[src/rtl/squ_pkg.sv]
// Purpose: shared opcode encodings and instruction field positions for the squ datapath.
// Latency: n/a (constants only).
// Backpressure: n/a (no flow control; every instruction is consumed).
package squ_pkg;

    // Instruction layout: d_in[OPC_MSB:OPC_LSB] = opcode, d_in[OPND_MSB:0] = operand
    localparam int OPC_MSB  = 4;
    localparam int OPC_LSB  = 3;
    localparam int OPND_MSB = 2;

    typedef logic [OPC_MSB-OPC_LSB:0] opcode_t;
    typedef logic [OPND_MSB:0]        operand_t;

    localparam opcode_t OP_ADD = 2'b00;
    localparam opcode_t OP_SUB = 2'b01;
    localparam opcode_t OP_XOR = 2'b10;
    localparam opcode_t OP_ROL = 2'b11;

endpackage

[src/rtl/squ_alu.sv]
// Purpose: combinational next-accumulator calculation (ADD/SUB/XOR/ROL on a small operand).
// Latency: 0 cycles, purely combinational.
// Backpressure: none; the result is valid whenever its inputs are.
//
// Ports:
//   acc      current accumulator value
//   opcode   operation select (OP_ADD/OP_SUB/OP_XOR/OP_ROL)
//   operand  3-bit unsigned operand, zero-extended to ACC_W
//   acc_nxt  accumulator value after the operation
module squ_alu
    import squ_pkg::*;
#(
    parameter int ACC_W = 8
) (
    input  logic [ACC_W-1:0] acc,
    input  opcode_t          opcode,
    input  operand_t         operand,
    output logic [ACC_W-1:0] acc_nxt
);

    logic [ACC_W-1:0] opnd_ext;
    int unsigned      rot_amt;

    always_comb begin
        opnd_ext = ACC_W'(operand);
        // Rotate amount wraps at the accumulator width; a shift by ACC_W
        // yields zero, so rot_amt=0 collapses to acc | 0 = acc.
        rot_amt  = int'(operand) % ACC_W;
        acc_nxt  = acc;
        case (opcode)
            OP_ADD:  acc_nxt = acc + opnd_ext;
            OP_SUB:  acc_nxt = acc - opnd_ext;
            OP_XOR:  acc_nxt = acc ^ opnd_ext;
            OP_ROL:  acc_nxt = (acc << rot_amt) | (acc >> (ACC_W - rot_amt));
            default: acc_nxt = acc;
        endcase
    end

endmodule

[src/rtl/squ_circuit.sv]
// Purpose: sequential ALU executing one 5-bit instruction per clock on an internal accumulator.
// Latency: 1 cycle; d_out is the odd parity of the accumulator updated at the previous edge.
// Backpressure: none; every non-reset edge consumes d_in unconditionally.
//
// Ports:
//   clk    rising-edge clock for all state
//   reset  synchronous active-high reset; clears acc and d_out, discards d_in
//   d_in   instruction: [4:3] opcode, [2:0] unsigned operand (00000 = NOP)
//   d_out  registered odd parity of acc
module squ_circuit
    import squ_pkg::*;
#(
    parameter int ACC_W = 8
) (
    input  logic       clk,
    input  logic       reset,
    input  logic [4:0] d_in,
    output logic       d_out
);

    logic [ACC_W-1:0] acc;
    logic [ACC_W-1:0] acc_nxt;
    opcode_t          opcode;
    operand_t         operand;

    assign opcode  = d_in[OPC_MSB:OPC_LSB];
    assign operand = d_in[OPND_MSB:0];

    squ_alu #(
        .ACC_W (ACC_W)
    ) u_alu (
        .acc     (acc),
        .opcode  (opcode),
        .operand (operand),
        .acc_nxt (acc_nxt)
    );

    // Parity is taken from acc_nxt so d_out lines up with acc on the same edge.
    always_ff @(posedge clk) begin
        if (reset) begin
            acc   <= '0;
            d_out <= 1'b0;
        end else begin
            acc   <= acc_nxt;
            d_out <= ^acc_nxt;
        end
    end

endmodule

[config.mk]
export PLATFORM = sky130hd
export DESIGN_NAME = squ_circuit
export DESIGN_NICKNAME = d
export VERILOG_FILES = /design/src/rtl/squ_pkg.sv /design/src/rtl/squ_alu.sv /design/src/rtl/squ_circuit.sv
export SDC_FILE = /design/constraint.sdc
export NUM_CORES = 1
export LEC_CHECK = 0
export CAP_MARGIN = 20
export CELL_PAD_IN_SITES_DETAIL_PLACEMENT = 0
export CELL_PAD_IN_SITES_GLOBAL_PLACEMENT = 1
export CORE_MARGIN = 5
export CORE_UTILIZATION = 40
export DETAILED_ROUTE_END_ITERATION = 10
export PLACE_DENSITY = 0.86
export SYNTH_ARGS = -nofsm -noshare
export SYNTH_HDL_FRONTEND = slang
export SYNTH_SLANG_ARGS = --single-unit
[constraint.sdc]
create_clock -name clk -period 4.28 [get_ports clk]
set_input_delay 0.856 -clock clk [delete_from_list [all_inputs] [get_ports clk]]
set_output_delay 0.856 -clock clk [all_outputs]
set_load 0.02 [all_outputs]
==> flow_summary.toml, run 1 <==
[run_status]
status = "completed"

[pwr]
switching_power_w = 0.000244
pwr-share-comb = 0.609
irDropWorstVdd_mv = 0.163
power_density_nw_per_um2 = 346
finalPower_w = 0.000596
p_sw_frac = 0.409
internal_power_w = 0.000352
leakage_nw = 0.740
p_clk_frac = 0.167
seq_power_share = 0.224

[setup_path]
crit_path_start_kind = "input port"
worst_ep_required_time_ns = 4.38
end_kind = "register"
critical_path_arrival_ns = 4.15
worst-setup-path-type = "input port to register"
crit_fanout = 18

[clocking]
root_buffer = "clkbuf_8"
hold_buffers = 0
clk_transition_reported_paths_ns = 0.05
clock_latency_ns = 0.24
h-tree-depth = 1
clock-sinks = 9
post_cts.repair.setup_buffers = 0
cts_buffer_depth = 2
cts_tree = "done"
post_cts_resized = 0
cts-buffers-inserted = 3

[global_route]
gr-usage-met1 = 0.224
use_met3 = 0.0266
grt.total_usage = 0.159
use_met2 = 0.238
grt_pass1_wl_um = 6530
grt_pass1_vias = 1334
grt_busiest_layer = "met2"
grt_start_max_net_pins = 24
antenna_found_initial = 0
overflow = 0

[placement]
place.gp.congestion = 0.887
dpl.hpwl_um = 2880
placed_cell_area_um2 = 1680
place_ws_ns = -0.00531
io_buffers = 7

[sta]
setup_slack_ns = 0.232
slew_headroom = 0.697
fmax_ghz = 0.247
drv_slew = 0
hold_viol = 0
worst_pin_slew_ns = 0.454
tns_ns = 0
finalSetupViolations = 0
layout_min_cycle_time_ns = 4.05
fin_skew_ns = 0.00275
rsz0062_at_grt = "no"
min_period_over_period = 0.946

[synth]
ys_ff_latch = 9
ys_dominant_reg_cell = "dfxtp_1"
yosysSeqAreaShare = 0.118
syn-cell-area_um2 = 1530
synth_area_per_cell_um2 = 8.43
async_flop_share = 0
ys_types = 63
syn_nets = 201
ys_warn_count = 0
netlist_instances = 181
synth_edf_count = 0

[finish]
antenna_cells = 0
drive_gt1_frac = 0.191
layout_common_cells = "nor2_1, buf_4, ha_1"
finalInstanceArea_um2 = 1720
layout_commonest_cell = "nor2_1"
area_growth_pct = 13.0
nets = 215

[floorplan]
core_area_um2 = 3690
die_w_um = 71.8
ioPinCount = 8
die_area_um2 = 5150
die_h_um = 71.8
start_util = 0.414
rows = 22

[drt]
drtAntennaViolNets = 0
vias = 1414
routed_wl_um = 3870
wl_per_cell_um = 16.0
drt_first_iter_violations = 107
route.detailed.drc = 0
avgViaCountPerCell = 5.84
drtPass1Iterations = 4

[worst_hold_path]
hp-class = "register to register"

[flow_run]
cap_violations = 0
-- metrics by stage --
step	utilization	hold slack, ns	instances
after global placement	0.455	0.812	238
after floorplan	-	0.643	181
after CTS	0.467	0.821	242
after global routing	0.467	0.872	242
final	0.467	0.831	242
after detailed placement	0.455	0.807	238
-- metal layers --
metal / part of all wire / up-vias / wire length, um
li1: - / 708 / -
met1: 0.47 / 653 / 1840
met2: 0.45 / 45 / 1730
met3: 0.064 / 8 / 247
met4: 0.014 / 0 / 56
met5: 0 / - / 0
-- worst paths after layout --
path              startpoint     end  slack, ns  depth (start not counted)
setup / recovery     d_in[0]   d_out       0.23                         13
setup reg to reg      acc[0]   d_out       1.37                         10
hold / removal        acc[0]  acc[1]       0.83                          4
hold reg to reg       acc[0]  acc[1]       0.83                          4
-- state kept, by name (all words and copies together) (netlist names) --
register and flops:
d_out 1, acc 8
-- worst max-delay path, cell delays in order --
cell and delay [ns]:
clkdlybuf4s50_1 0.50, inv_2 0.05, ha_1 0.19, ha_1 0.29, buf_4 0.23, and4b_1 0.21, a21oi_1 0.11, o311ai_1 0.13
a2111oi_2 0.35, o22ai_1 0.19, xnor3_1 0.44, nor4b_1 0.06, or4_1 0.54
-- logic make-up (layout without fill, tap and decap cells) --
group | count (synthesis) | in the layout | share of synthesized area
buf+inv | 21 | 34 | 0.0763
flops | 9 | 9 | 0.118
simple gates | 56 | 56 | 0.194
mux | 14 | 14 | 0.121
fa+ha+maj | 13 | 13 | 0.112
compound gates | 55 | 55 | 0.280
xor+xnor | 13 | 13 | 0.0984
-- power groups by stage --
| stage | logic (W) | clock network [W] | registers [W] |
|---|---|---|---|
| floorplan | 0.000284 | 0 | 0.000122 |
| global placement | 0.000353 | 0 | 0.000134 |
| detailed placement | 0.000356 | 0 | 0.000134 |
| CTS | 0.000360 | 0.000102 | 0.000132 |
| global route | 0.000401 | 0.000109 | 0.000135 |
| finish | 0.000363 | 0.0000996 | 0.000133 |
-- cell usage after synthesis (3+ instances only) --
master    count  area [um^2]
a21oi_1       9         45.0
a221oi_1      3         26.3
a31oi_1       5         31.3
buf_2         3         15.0
buf_4         4         30.0
clkbuf_1      3         11.3
dfxtp_1       9          180
ha_1         12          150
inv_1         8         30.0
mux2_2        4         45.0
mux2i_1       5         50.1
nand2_1      10         37.5
nand2b_1      5         31.3
nand3_1       3         15.0
nor2_1       15         56.3
nor2b_1       9         56.3
o21ai_0       8         40.0
o221a_2       4         45.0
o22ai_1       3         18.8
xnor2_1       4         35.0
xor2_1        6         52.6
-- cell type report --
type | instances | area [um^2]
sequential | 9 | 180
clock buffer | 4 | 45.0
tap | 48 | 60.1
multi-input combinational | 151 | 1230
fill | 369 | 1970
timing repair buffer | 21 | 175
inverter | 9 | 33.8
(Power assumes the default switching activity.)
==> run 2, diff against run 1 <==
--- a/config.mk
+++ b/config.mk
@@ -15,3 +15,4 @@
 export SYNTH_ARGS = -nofsm -noshare
 export SYNTH_HDL_FRONTEND = slang
 export SYNTH_SLANG_ARGS = --single-unit
+export TNS_END_PERCENT = 1
==> constraint.sdc (replaced) <==
create_clock -name clk -period 4.28 [get_ports clk]
set_input_delay 1.284 -clock clk [delete_from_list [all_inputs] [get_ports clk]]
set_output_delay 1.284 -clock clk [all_outputs]
set_load 0.02 [all_outputs]
==> run 2 against run 1 <==
First-iteration DRC count decreased by 6.5%. Wire length up 10%. Sequential cell count did not move. Critical path depth increased by 1. Global-route usage rose by 1.4 points. Sequential share of layout area shrank 1.4 points. Clock skew up 0.0015 ns. Non-clock buffer count is 20 higher. Highest routed layer unchanged.
==> flow_summary.toml, run 2 (synthesis gave the netlist of run 1 again) <==
[placement]
dpl.hpwl_um = 3270
place.gp.congestion = 1.01
place_ws_ns = -0.385
io_buffers = 7

[finish]
register_area_um2 = 180
top_register = "acc"
area_growth_pct = 30.1
top_regs = "acc (8), d_out (1)"
multi_input_area_um2 = 1340
layout_common_cells = "buf_4, nor2_1"
drive_gt1_frac = 0.313
fillers = 346
largest_reg_flops = 8
layout_commonest_cell = "buf_4"
nets = 235
antenna_cells = 0

[global_route]
grt_pass1_wl_um = 7180
use_met3 = 0.0210
grt.total_usage = 0.173
grt_start_max_net_pins = 22
grt_busiest_layer = "met2"
gr-usage-met1 = 0.223
antenna_found_initial = 0
use_met2 = 0.284
grt_pass1_vias = 1521
overflow = 0

[setup_path]
crit_path_start_kind = "input port"
reg2reg_from = "acc[0]"
path_cells = "clkdlybuf4s50_1 -> nand2b_4 -> nand2_1 -> o21ai_4 -> inv_1 -> ha_1 -> nand3b_1 -> nand2_2 -> nand3_1 -> a21oi_2 -> mux2_4 -> a221oi_4 -> nor4_1 -> or4_1"
worst_ep_required_time_ns = 4.39
reg2reg_slack_ns = 1.45
slowest_delay_ns = 0.50
critPathBufInv = 2
cp_slowest_cell = "or4_1"
end_kind = "register"
reg2reg_depth = 10
critical_path_arrival_ns = 4.21
crit_fanout = 5
critPathTopFamily = "simple AND/OR/NAND/NOR gates"
worst-setup-path-type = "input port to register"
reg2reg_to = "d_out"

[clocking]
cts_buffer_depth = 2
cts-buffers-inserted = 3
clock_latency_ns = 0.23
cts_tree = "done"
root_buffer = "clkbuf_8"
clk_transition_reported_paths_ns = 0.04
h-tree-depth = 1
clock-sinks = 9
hold_buffers = 0

[sta]
rsz0062_at_grt = "no"
setup_slack_ns = 0.175
tns_ns = 0
finalSetupViolations = 0
fin_skew_ns = 0.00422
slew_headroom = 0.710
min_period_over_period = 0.959
hold_viol = 0
layout_min_cycle_time_ns = 4.11
worst_pin_slew_ns = 0.434
fmax_ghz = 0.244
drv_slew = 0

[pwr]
switching_power_w = 0.000266
seq_power_share = 0.202
p_sw_frac = 0.399
internal_power_w = 0.000401
p_clk_frac = 0.147
leakage_nw = 0.874
irDropWorstVdd_mv = 0.241
pwr-share-comb = 0.651
power_density_nw_per_um2 = 336

[drt]
drtPass1Iterations = 4
routed_wl_um = 4260
route.detailed.drc = 0
drtAntennaViolNets = 0
avgViaCountPerCell = 5.90
wl_per_cell_um = 16.2
vias = 1545
drt_first_iter_violations = 100

[flow_run]
cap_violations = 0

[floorplan]
die_h_um = 71.8
start_util = 0.414
die_area_um2 = 5150
rows = 22
die_w_um = 71.8
core_area_um2 = 3690
ioPinCount = 8

[worst_hold_path]
min_from = "acc[6]"
holdPathStages = 3
hp-class = "register to register"
whs_endpoint = "acc[6]"

[run_status]
status = "completed"
run 2: cell count changes in the layout (fill, tap and decap cells not counted), moves of 2 or more:
| cell | delta |
|---|---|
| ha_1 | -3 |
| mux2_4 | +2 |
| ha_4 | +3 |
| clkdlybuf4s50_1 | -3 |
| mux2_2 | -2 |
| a21oi_2 | +2 |
| buf_4 | +20 |
| a21oi_1 | -2 |
| dlygate4sd2_1 | +2 |
run 2: worst register-to-register path: cells and delay by family, from the launching register on:
| kind | cells | cell delay [ns] |
|---|---|---|
| AOI/OAI and AO/OA | 3 | 0.58 |
| DFF | 1 | 0.39 |
| and+or+nand+nor | 2 | 0.58 |
| buffers and inverters | 1 | 0.11 |
| xor gates and xnor gates | 2 | 0.44 |
| adders and majority gates | 2 | 0.61 |
run 2: routing by layer:
layer  up-vias  share of wire
met1       725           0.42
li1        749              -
met5         -              0
met3        11          0.083
met4         0          0.028
met2        60           0.46
run 2: how the worst max path moves through the flow:
stage,slack (ns),startpoint,depth (start not counted),to
5_1_grt,0.01,d_in[4],14,d_out
6_report,0.17,d_in[4],14,d_out
4_1_cts,0.03,d_in[4],14,d_out
3_3_place_gp,-0.29,d_in[0],14,d_out
2_1_floorplan,-0.10,d_in[0],17,d_out
3_5_place_dp,-0.39,d_in[1],14,d_out
run 2: timing repair:
item	in CTS	in global routing
pin swaps	5	3
endpoints found under the setup margin	1	1
resized for setup	3	8
buffers inserted	0	0
run 2: power by group through the flow:
stage	Clock, W	Combinational, W	Sequential [W]
2_1_floorplan	0	0.000305	0.000123
3_3_place_gp	0	0.000408	0.000135
3_5_place_dp	0	0.000418	0.000135
4_1_cts	0.000102	0.000422	0.000133
5_1_grt	0.000108	0.000472	0.000137
6_report	0.0000977	0.000434	0.000135
run 2: layout make-up:
cell class | count | area share
clock buffer | 4 | 0.0227
multi-input combinational | 151 | 0.673
timing repair buffer | 41 | 0.164
sequential | 9 | 0.0908
inverter | 9 | 0.0195
tap | 48 | 0.0303
run 2: stage by stage:
stage,power [W],hold WS [ns],cell area (um^2),utilization,cells
after detailed placement,0.000552,0.886,1900,0.515,258
after global routing,0.000717,0.941,1980,0.538,262
after global placement,0.000543,0.876,1900,0.515,258
after floorplan,0.000428,0.655,1620,-,181
after CTS,0.000657,0.899,1940,0.527,262
final,0.000666,0.904,1980,0.538,262
==> run 3, diff against run 2 <==
--- a/config.mk
+++ b/config.mk
@@ -11,7 +11,8 @@
 export CORE_MARGIN = 5
 export CORE_UTILIZATION = 40
 export DETAILED_ROUTE_END_ITERATION = 10
-export PLACE_DENSITY = 0.86
+export PLACE_DENSITY = 0.83
+export SKIP_CTS_REPAIR_TIMING = 1
 export SYNTH_ARGS = -nofsm -noshare
 export SYNTH_HDL_FRONTEND = slang
 export SYNTH_SLANG_ARGS = --single-unit
==> constraint.sdc (replaced) <==
create_clock -name clk -period 3.9 [get_ports clk]
set_input_delay 1.17 -clock clk [delete_from_list [all_inputs] [get_ports clk]]
set_output_delay 1.17 -clock clk [all_outputs]
set_load 0.02 [all_outputs]
==> run 3 against run 2 <==
Highest routed layer unchanged. Sequential power is 11% higher. Global-route usage rose by 0.37 points. Combinational power increased by 26%. Final cell count is 1.5% higher. Critical endpoint unchanged. Largest cell class unchanged. Clock-buffer cell count is the same. Power up 21%. Via count grew 0.78%.
==> flow_summary.toml, run 3 (synthesis gave the netlist of run 1 again) <==
[run_status]
status = "completed"

[sta]
layout_min_cycle_time_ns = 3.82
hold_viol = 0
slew_headroom = 0.638
fmax_ghz = 0.262
fin_skew_ns = 0.00151
finalSetupViolations = 0
tns_ns = 0
worst_pin_slew_ns = 0.543
min_period_over_period = 0.981
drv_slew = 0

[clocking]
cts_buffer_depth = 2
clock-sinks = 9
clk_transition_reported_paths_ns = 0.04
cts-buffers-inserted = 3
cts_tree = "done"
root_buffer = "clkbuf_8"
clock_latency_ns = 0.23
h-tree-depth = 1

[setup_path]
worst_ep_required_time_ns = 4.00
end_kind = "register"
slowest_delay_ns = 0.54
path_cells = "clkbuf_2 -> inv_2 -> ha_4 -> ha_4 -> buf_12 -> nand2b_1 -> a21oi_1 -> o221a_2 -> a2111oi_4 -> o22ai_2 -> xor3_1 -> nor4_1 -> or4_1"
cp_slowest_cell = "or4_1"
critPathBufInv = 3
crit_path_start_kind = "input port"
cp_common_cell = "ha_4"
critical_path_arrival_ns = 3.92
crit_fanout = 11
critPathTopFamily = "compound AO/OA/AOI/OAI gates"
worst-setup-path-type = "input port to register"

[drt]
vias = 1557
met1_length_um = 2050
drt_first_iter_violations = 105
routed_wl_um = 4640
avgViaCountPerCell = 5.85
drtPass1Iterations = 4
drtAntennaViolNets = 0
dr_wl_met2_um = 2240
wl_per_cell_um = 17.4
top_layer = "met4"
wl_met3_um = 228
route.detailed.drc = 0

[global_route]
overflow = 0
grt.total_usage = 0.176
antenna_found_initial = 0
grt_pass1_vias = 1561
grt_pass1_wl_um = 7290
grt_start_max_net_pins = 24

[finish]
top_register = "acc"
largest_reg_flops = 8
nets = 239
area_growth_pct = 40.3
layout_common_cells = "buf_4, nor2_1, nand2_1, nor2b_1, dfxtp_1"
antenna_cells = 0
fillers = 333
top_regs = "acc (8), d_out (1)"
drive_gt1_frac = 0.399
layout_commonest_cell = "buf_4"

[placement]
dpl.hpwl_um = 3480
place.gp.congestion = 0.899
io_buffers = 7

[pwr]
irDropWorstVdd_mv = 0.357
finalPower_w = 0.000804
power_density_nw_per_um2 = 376
leakage_nw = 0.940

[floorplan]
rows = 22
die_h_um = 71.8
ioPinCount = 8
core_area_um2 = 3690
die_area_um2 = 5150
start_util = 0.414
die_w_um = 71.8

[flow_run]
cap_violations = 0

[worst_hold_path]
hp-class = "register to register"
run 3: area by class of cell:
| type | count | area [um^2] | share of cell area |
|---|---|---|---|
| repair buffers | 45 | 379 | 0.177 |
| clock buffers | 4 | 45.0 | 0.0211 |
| flip-flops and latches | 9 | 180 | 0.0842 |
| inverters | 9 | 38.8 | 0.0181 |
| well taps | 48 | 60.1 | 0.0281 |
| multi-input cells | 151 | 1440 | 0.671 |
run 3: path summary, 6_finish.rpt:
check               start     end  slack, ns  cells after the start
setup / recovery  d_in[1]   d_out       0.08                     13
hold / removal     acc[7]  acc[7]       0.95                      3
setup reg to reg   acc[0]   d_out       1.01                     10
hold reg to reg    acc[7]  acc[7]       0.95                      3
run 3: per-layer routing:
layer	up-vias	GRT usage
li1	757	-
met3	10	0.0281
met2	58	0.279
met5	-	0
met1	732	0.231
met4	0	0.0877
run 3: tightest hold or removal path: stages, from the launching register on:
cell,delay (ns)
dfxtp_1,0.54
a221oi_4,0.14
buf_4,0.14
nor2_1,0.09
run 3: metrics by stage:
step / utilization / cell area [um^2] / hold slack [ns] / setup slack, ns / instances
final: 0.580 / 2140 / 0.951 / 0.0759 / 266
after floorplan: - / 1620 / 0.655 / -0.367 / 181
after global routing: 0.580 / 2140 / 0.960 / -0.0161 / 266
after CTS: 0.532 / 1960 / 0.831 / -0.557 / 263
after global placement: 0.520 / 1920 / 0.771 / -0.639 / 259
after detailed placement: 0.520 / 1920 / 0.820 / -0.749 / 259
run 3: report_power, final:
part           switching, W  internal, W
sequential        0.0000395     0.000110
clock             0.0000343    0.0000710
combinational      0.000251     0.000298
total              0.000325     0.000479
